File: src/rtl/stream_mux_if.sv
// Handshake bundle for stream_mux: N input channels merged onto one registered output.
interface stream_mux_if #(
    parameter int N     = 4,
    parameter int WIDTH = 8,
    parameter int SW    = $clog2(N)
);
    logic [N*WIDTH-1:0] in_data;
    logic [N-1:0]       in_valid;
    logic [N-1:0]       in_last;
    logic [N-1:0]       in_ready;
    logic [WIDTH-1:0]   out_data;
    logic               out_valid;
    logic               out_last;
    logic               out_ready;
    logic [SW-1:0]      out_sel;

    modport slave (
        input  in_data, in_valid, in_last, out_ready,
        output in_ready, out_data, out_valid, out_last, out_sel
    );

    modport master (
        output in_data, in_valid, in_last, out_ready,
        input  in_ready, out_data, out_valid, out_last, out_sel
    );
endinterface

File: src/rtl/stream_mux.sv
// Round-robin N:1 stream multiplexer with one registered output stage.
// Define STREAM_MUX_PACKET_LOCK_EN to hold the grant on a channel until its in_last beat.
module stream_mux #(
    parameter int N     = 4,
    parameter int WIDTH = 8,
    parameter int SW    = $clog2(N)
) (
    input  logic         clk,
    input  logic         rst,
    stream_mux_if.slave  bus
);

    logic [SW-1:0]    ptr_q;
    logic [WIDTH-1:0] out_data_q;
    logic             out_valid_q;
    logic             out_last_q;
    logic [SW-1:0]    out_sel_q;
`ifdef STREAM_MUX_PACKET_LOCK_EN
    logic             lock_q;
`endif

    logic [SW-1:0]    grant_s;
    logic             grant_vld_s;
    logic             stage_free_s;
    logic [N-1:0]     in_ready_s;
    logic             accept_s;

    // Arbitration: first requester after ptr, wrapping round to ptr itself.
    always_comb begin
        grant_s      = ptr_q;
        grant_vld_s  = 1'b0;
        stage_free_s = !out_valid_q || bus.out_ready;
`ifdef STREAM_MUX_PACKET_LOCK_EN
        if (lock_q) begin
            grant_s     = ptr_q;
            grant_vld_s = 1'b1;
        end else begin
`else
        begin
`endif
            // Walk from the farthest candidate down so the nearest one wins.
            for (int k = N; k >= 1; k--) begin
                if (bus.in_valid[(int'(ptr_q) + k) % N]) begin
                    grant_s     = SW'((int'(ptr_q) + k) % N);
                    grant_vld_s = 1'b1;
                end else begin
                    grant_s     = grant_s;
                end
            end
        end
    end

    // One-hot ready towards the granted channel only when the stage can take a beat.
    always_comb begin
        in_ready_s = {N{1'b0}};
        if (grant_vld_s && stage_free_s && !rst) begin
            in_ready_s = {{(N-1){1'b0}}, 1'b1} << grant_s;
        end else begin
            in_ready_s = {N{1'b0}};
        end
        accept_s = |(in_ready_s & bus.in_valid);
    end

    // Output stage, round-robin pointer and packet lock.
    always_ff @(posedge clk) begin
        if (rst) begin
            ptr_q       <= SW'(N - 1);
            out_data_q  <= {WIDTH{1'b0}};
            out_valid_q <= 1'b0;
            out_last_q  <= 1'b0;
            out_sel_q   <= {SW{1'b0}};
`ifdef STREAM_MUX_PACKET_LOCK_EN
            lock_q      <= 1'b0;
`endif
        end else if (accept_s) begin
            ptr_q       <= grant_s;
            out_data_q  <= bus.in_data[grant_s*WIDTH +: WIDTH];
            out_valid_q <= 1'b1;
            out_last_q  <= bus.in_last[grant_s];
            out_sel_q   <= grant_s;
`ifdef STREAM_MUX_PACKET_LOCK_EN
            lock_q      <= !bus.in_last[grant_s];
`endif
        end else if (bus.out_ready) begin
            out_valid_q <= 1'b0;
        end else begin
            out_valid_q <= out_valid_q;
        end
    end

    assign bus.in_ready  = in_ready_s;
    assign bus.out_data  = out_data_q;
    assign bus.out_valid = out_valid_q;
    assign bus.out_last  = out_last_q;
    assign bus.out_sel   = out_sel_q;

endmodule

File: src/flat_wrapper.sv
// flat-port wrapper written by rule: the top's interface ports become plain ports
module stream_mux_flat 
#(
    parameter int N     = 4,
    parameter int WIDTH = 8,
    parameter int SW    = $clog2(N)
)
  (clk, rst, bus_in_data, bus_in_valid, bus_in_last, bus_out_ready, bus_in_ready, bus_out_data, bus_out_valid, bus_out_last, bus_out_sel);
  stream_mux_if #(.N(N), .WIDTH(WIDTH), .SW(SW)) bus_i ();
  input  logic clk;
  input  logic rst;
  input wire logic [$bits(bus_i.in_data)-1:0] bus_in_data;
  input wire logic [$bits(bus_i.in_valid)-1:0] bus_in_valid;
  input wire logic [$bits(bus_i.in_last)-1:0] bus_in_last;
  input wire logic [$bits(bus_i.out_ready)-1:0] bus_out_ready;
  output wire logic [$bits(bus_i.in_ready)-1:0] bus_in_ready;
  output wire logic [$bits(bus_i.out_data)-1:0] bus_out_data;
  output wire logic [$bits(bus_i.out_valid)-1:0] bus_out_valid;
  output wire logic [$bits(bus_i.out_last)-1:0] bus_out_last;
  output wire logic [$bits(bus_i.out_sel)-1:0] bus_out_sel;
  assign bus_i.in_data = bus_in_data;
  assign bus_i.in_valid = bus_in_valid;
  assign bus_i.in_last = bus_in_last;
  assign bus_i.out_ready = bus_out_ready;
  assign bus_in_ready = bus_i.in_ready;
  assign bus_out_data = bus_i.out_data;
  assign bus_out_valid = bus_i.out_valid;
  assign bus_out_last = bus_i.out_last;
  assign bus_out_sel = bus_i.out_sel;
  stream_mux #(.N(N), .WIDTH(WIDTH), .SW(SW)) u_core (.clk(clk), .rst(rst), .bus(bus_i));
endmodule
File: config.mk
export PLATFORM = sky130hd
export DESIGN_NAME = stream_mux_flat
export DESIGN_NICKNAME = d
export VERILOG_FILES = /design/src/rtl/stream_mux_if.sv /design/src/rtl/stream_mux.sv /design/src/flat_wrapper.sv
export SDC_FILE = /design/constraint.sdc
export NUM_CORES = 1
export LEC_CHECK = 0
export CORE_ASPECT_RATIO = 2
export CORE_MARGIN = 5
export CORE_UTILIZATION = 36
export CTS_CLUSTER_SIZE = 16
export DETAILED_ROUTE_END_ITERATION = 7
export GPL_ROUTABILITY_DRIVEN = 0
export MAX_ROUTING_LAYER = met4
export PLACE_DENSITY_LB_ADDON = 0.15
export SETUP_SLACK_MARGIN = 0.05
export SLEW_MARGIN = 40
export SYNTH_ARGS = -nofsm -noshare
export SYNTH_HDL_FRONTEND = slang
export SYNTH_SLANG_ARGS = --single-unit
File: constraint.sdc
create_clock -name clk -period 1.6 [get_ports clk]
set_input_delay 0.16 -clock clk [delete_from_list [all_inputs] [get_ports clk]]
set_output_delay 0.16 -clock clk [all_outputs]
set_load 0.03 [all_outputs]
==> run_results.csv <==
group,metric,value,unit
outcome,status,"finished, violations left",
outcome,violations,"negative setup slack",
cells_and_area,multi_input_comb_area,742,µm²
global_routing,grt_max_degree,14,
critical_path,worstSetupPathType,"register to output port",
die,die_x,46.5,µm
die,die-area,3850,µm²
routing,routed-via-count,1176,
sta,fin_skew,0.00169,ns
die,start_util,37.2,%
routing,drc,0,
place,dp_slack,-0.399,ns
logic_synthesis,ys_seq_elements,14,
clock_tree,root_buffer,"clkbuf_8",
cells_and_area,area_delta_synth_final,92.7,%
die,num_rows,26,
logic_synthesis,ys_warn_count,0,
global_routing,gr-total-overflow,0,
sta,tightest_slew,0.437,ns
logic_synthesis,seq_area_frac_synth,29.3,%
routing,wl,3.60,mm
cells_and_area,diodes,0,
routing,wl_per_cell,17.1,µm
critical_path,endpoint_kind,"output port",
clock_tree,cts_max_path_buffers,2,
min_path,worstHoldPathType,"input port to register",
logic_synthesis,ys_types,30,
die,design.core.area,2570,µm²
cells_and_area,layout.nets,228,
cells_and_area,drive_gt1_share,30.1,%
power_and_ir_drop,worst_ir_drop_vdd,0.446,mV
global_routing,first_global_vias,1207,
sta,maxSlewHeadroom,70.8,%
clock_tree,clkTransAtPathRegs,0.06,ns
power_and_ir_drop,p_leak,0.000752,µW
routing,viasPerCell,5.57,
critical_path,start_kind,"register",
logic_synthesis,synth_flop_cell,"dfxtp_1",
logic_synthesis,syn_area,957,µm²
logic_synthesis,synthCells,114,
place,numPortBuffers,58,
clock_tree,numCtsBuffers,3,
power_and_ir_drop,powerDensity,706,nW/µm²
die,pin_count,59,
logic_synthesis,syn_nets,157,
place,postPlaceCellArea,1580,µm²
sta,finalHoldViolations,0,
sta,fmax,602,MHz
critical_path,cp_max_fo,7,
sta,final.setup.tns,-0.159,ns
cells_and_area,final_cell_area,1840,µm²
routing,ant_nets,0,
power_and_ir_drop,power,1300,µW
sta,worst_slack,-0.0608,ns
sta,period_minus_slack,1.66,ns
critical_path,critPathRequiredTime,1.44,ns
clock_tree,cts_tree,"built",
sta,finalSetupViolations,4,
sta,fin_crit_sh,104,%
clock_tree,h-tree-depth,1,
cells_and_area,regArea,285,µm²
sta,rsz0062_at_grt,"true",
clock_tree,cts.sinks,14,
logic_synthesis,synth_edf_count,0,
routing,drt_first_pass_iters,4,
die,die_y,82.9,µm
global_routing,grt_pass1_wl,5.55,mm
critical_path,critPathArrivalTime,1.50,ns
sta,maxSlewViolCount,0,
clock_tree,insertion_delay,0.25,ns
logic_synthesis,syn_avg_cell_area,8.40,µm²
place,dp_hpwl,2.57,mm
global_routing,track_usage,19.6,%
global_routing,antenna_found_initial,0,
logic_synthesis,async_flop_share,0,%
routing,drt_iter0_drc,31,
flow_run,drv_cap,0,
cells_and_area,n_fill_cell,200,
critical path, stage by stage, from the launching register on:
cell	delay, ns
dfxtp_4	0.36
nor3_1	0.27
a31oi_2	0.08
and2_4	0.21
nor3_4	0.19
buf_6	0.15
area by class of cell:
type / count / share of cell area, %
multi-input combinational: 83 / 40.2
tap: 28 / 1.90
timing repair buffer: 73 / 38.1
clock buffer: 3 / 2.24
sequential: 14 / 15.5
inverter: 10 / 2.04
report_power, final:
part | internal, µW | switching, µW | total [µW]
sequential | 384 | 24.7 | 409
clock | 167 | 127 | 294
combinational | 304 | 295 | 599
total | 855 | 447 | 1300
per-layer routing:
metal  wire [µm]  global-route usage [%]
met1        1260                    18.3
met2        2050                    37.4
met3         261                    4.11
met4          31                    3.89
met5           0                       -
Yosys cell counts, types with 2 or more instances:
| cell | number | area (µm²) |
|---|---|---|
| mux2i_1 | 9 | 90.1 |
| a21oi_1 | 2 | 10.0 |
| o21bai_1 | 10 | 75.1 |
| a21o_1 | 2 | 15.0 |
| buf_2 | 2 | 10.0 |
| a31oi_1 | 9 | 56.3 |
| nor3_1 | 4 | 20.0 |
| a211oi_1 | 17 | 128 |
| clkbuf_1 | 3 | 11.3 |
| nand2_1 | 4 | 15.0 |
| nand2b_1 | 2 | 12.5 |
| inv_1 | 10 | 37.5 |
| nor2_1 | 6 | 22.5 |
| buf_6 | 3 | 33.8 |
| nor2b_1 | 3 | 18.8 |
| dfxtp_1 | 14 | 280 |
registers in the layout (all words and copies together) (netlist names):
| register | flops |
|---|---|
| u_core.bus.out_data | 8 |
| u_core.bus.out_valid | 1 |
| u_core.bus.out_last | 1 |
| u_core.bus.out_sel | 2 |
| u_core.ptr_q | 2 |
metrics by stage:
stage | std cells | util [%] | hold slack, ns
floorplan | 114 | - | 0.330
global placement | 199 | 61.6 | 0.449
detailed placement | 199 | 61.6 | 0.455
CTS | 211 | 69.2 | 0.429
global route | 211 | 71.8 | 0.448
finish | 211 | 71.8 | 0.417
cell usage in the layout (no fill, tap or decap), drive strengths merged:
cell           netlist  routed
dfxtp               14      14
or3b                 1       1
o21a                 1       1
clkdlybuf4s50        0      49
o21bai              10      10
a211oi              18      18
buf                  6      19
nor3                 5       5
inv                 10      10
nand2b               2       2
clkbuf               3       3
dlygate4sd2          0       5
and3                 1       3
nand2                4       4
mux2i                9       9
a31oi               10      10
and2                 1       1
a21oi                2       2
nor4                 1       1
o21ai                1       1
or3                  1       1
nand3                2       2
nor2b                3       3
a21o                 2       2
nor2                 7       7
path summary, 6_finish.rpt:
kind | slack [ns] | cells after the start | startpoint | endpoint
worst max-delay path | -0.06 | 5 | u_core.ptr_q[1] | bus_in_ready[1]
worst min-delay path | 0.42 | 3 | rst | u_core.bus.out_valid
worst max register to register | 0.01 | 7 | u_core.ptr_q[1] | u_core.bus.out_data[1]
worst min register to register | 0.46 | 2 | u_core.bus.out_sel[1] | u_core.bus.out_sel[1]
cell families (layout without fill, tap and decap cells):
family,count (synthesis),count (layout),share of synthesized area (%)
AOI/OAI and AO/OA,44,44,33.6
DFF,14,14,29.3
and+or+nand+nor,28,30,17.3
muxes,9,9,9.41
buffers and inverters,19,86,10.5
what timing repair did:
item                       4_1_cts  5_1_grt
hold buffers                     0        0
pin swaps                       10        4
setup endpoints to repair       17       13
gates resized for setup         30       12
buffers inserted                 7        0
gates cloned                     2        0
Note: power is estimated with default switching activity, not from simulation.
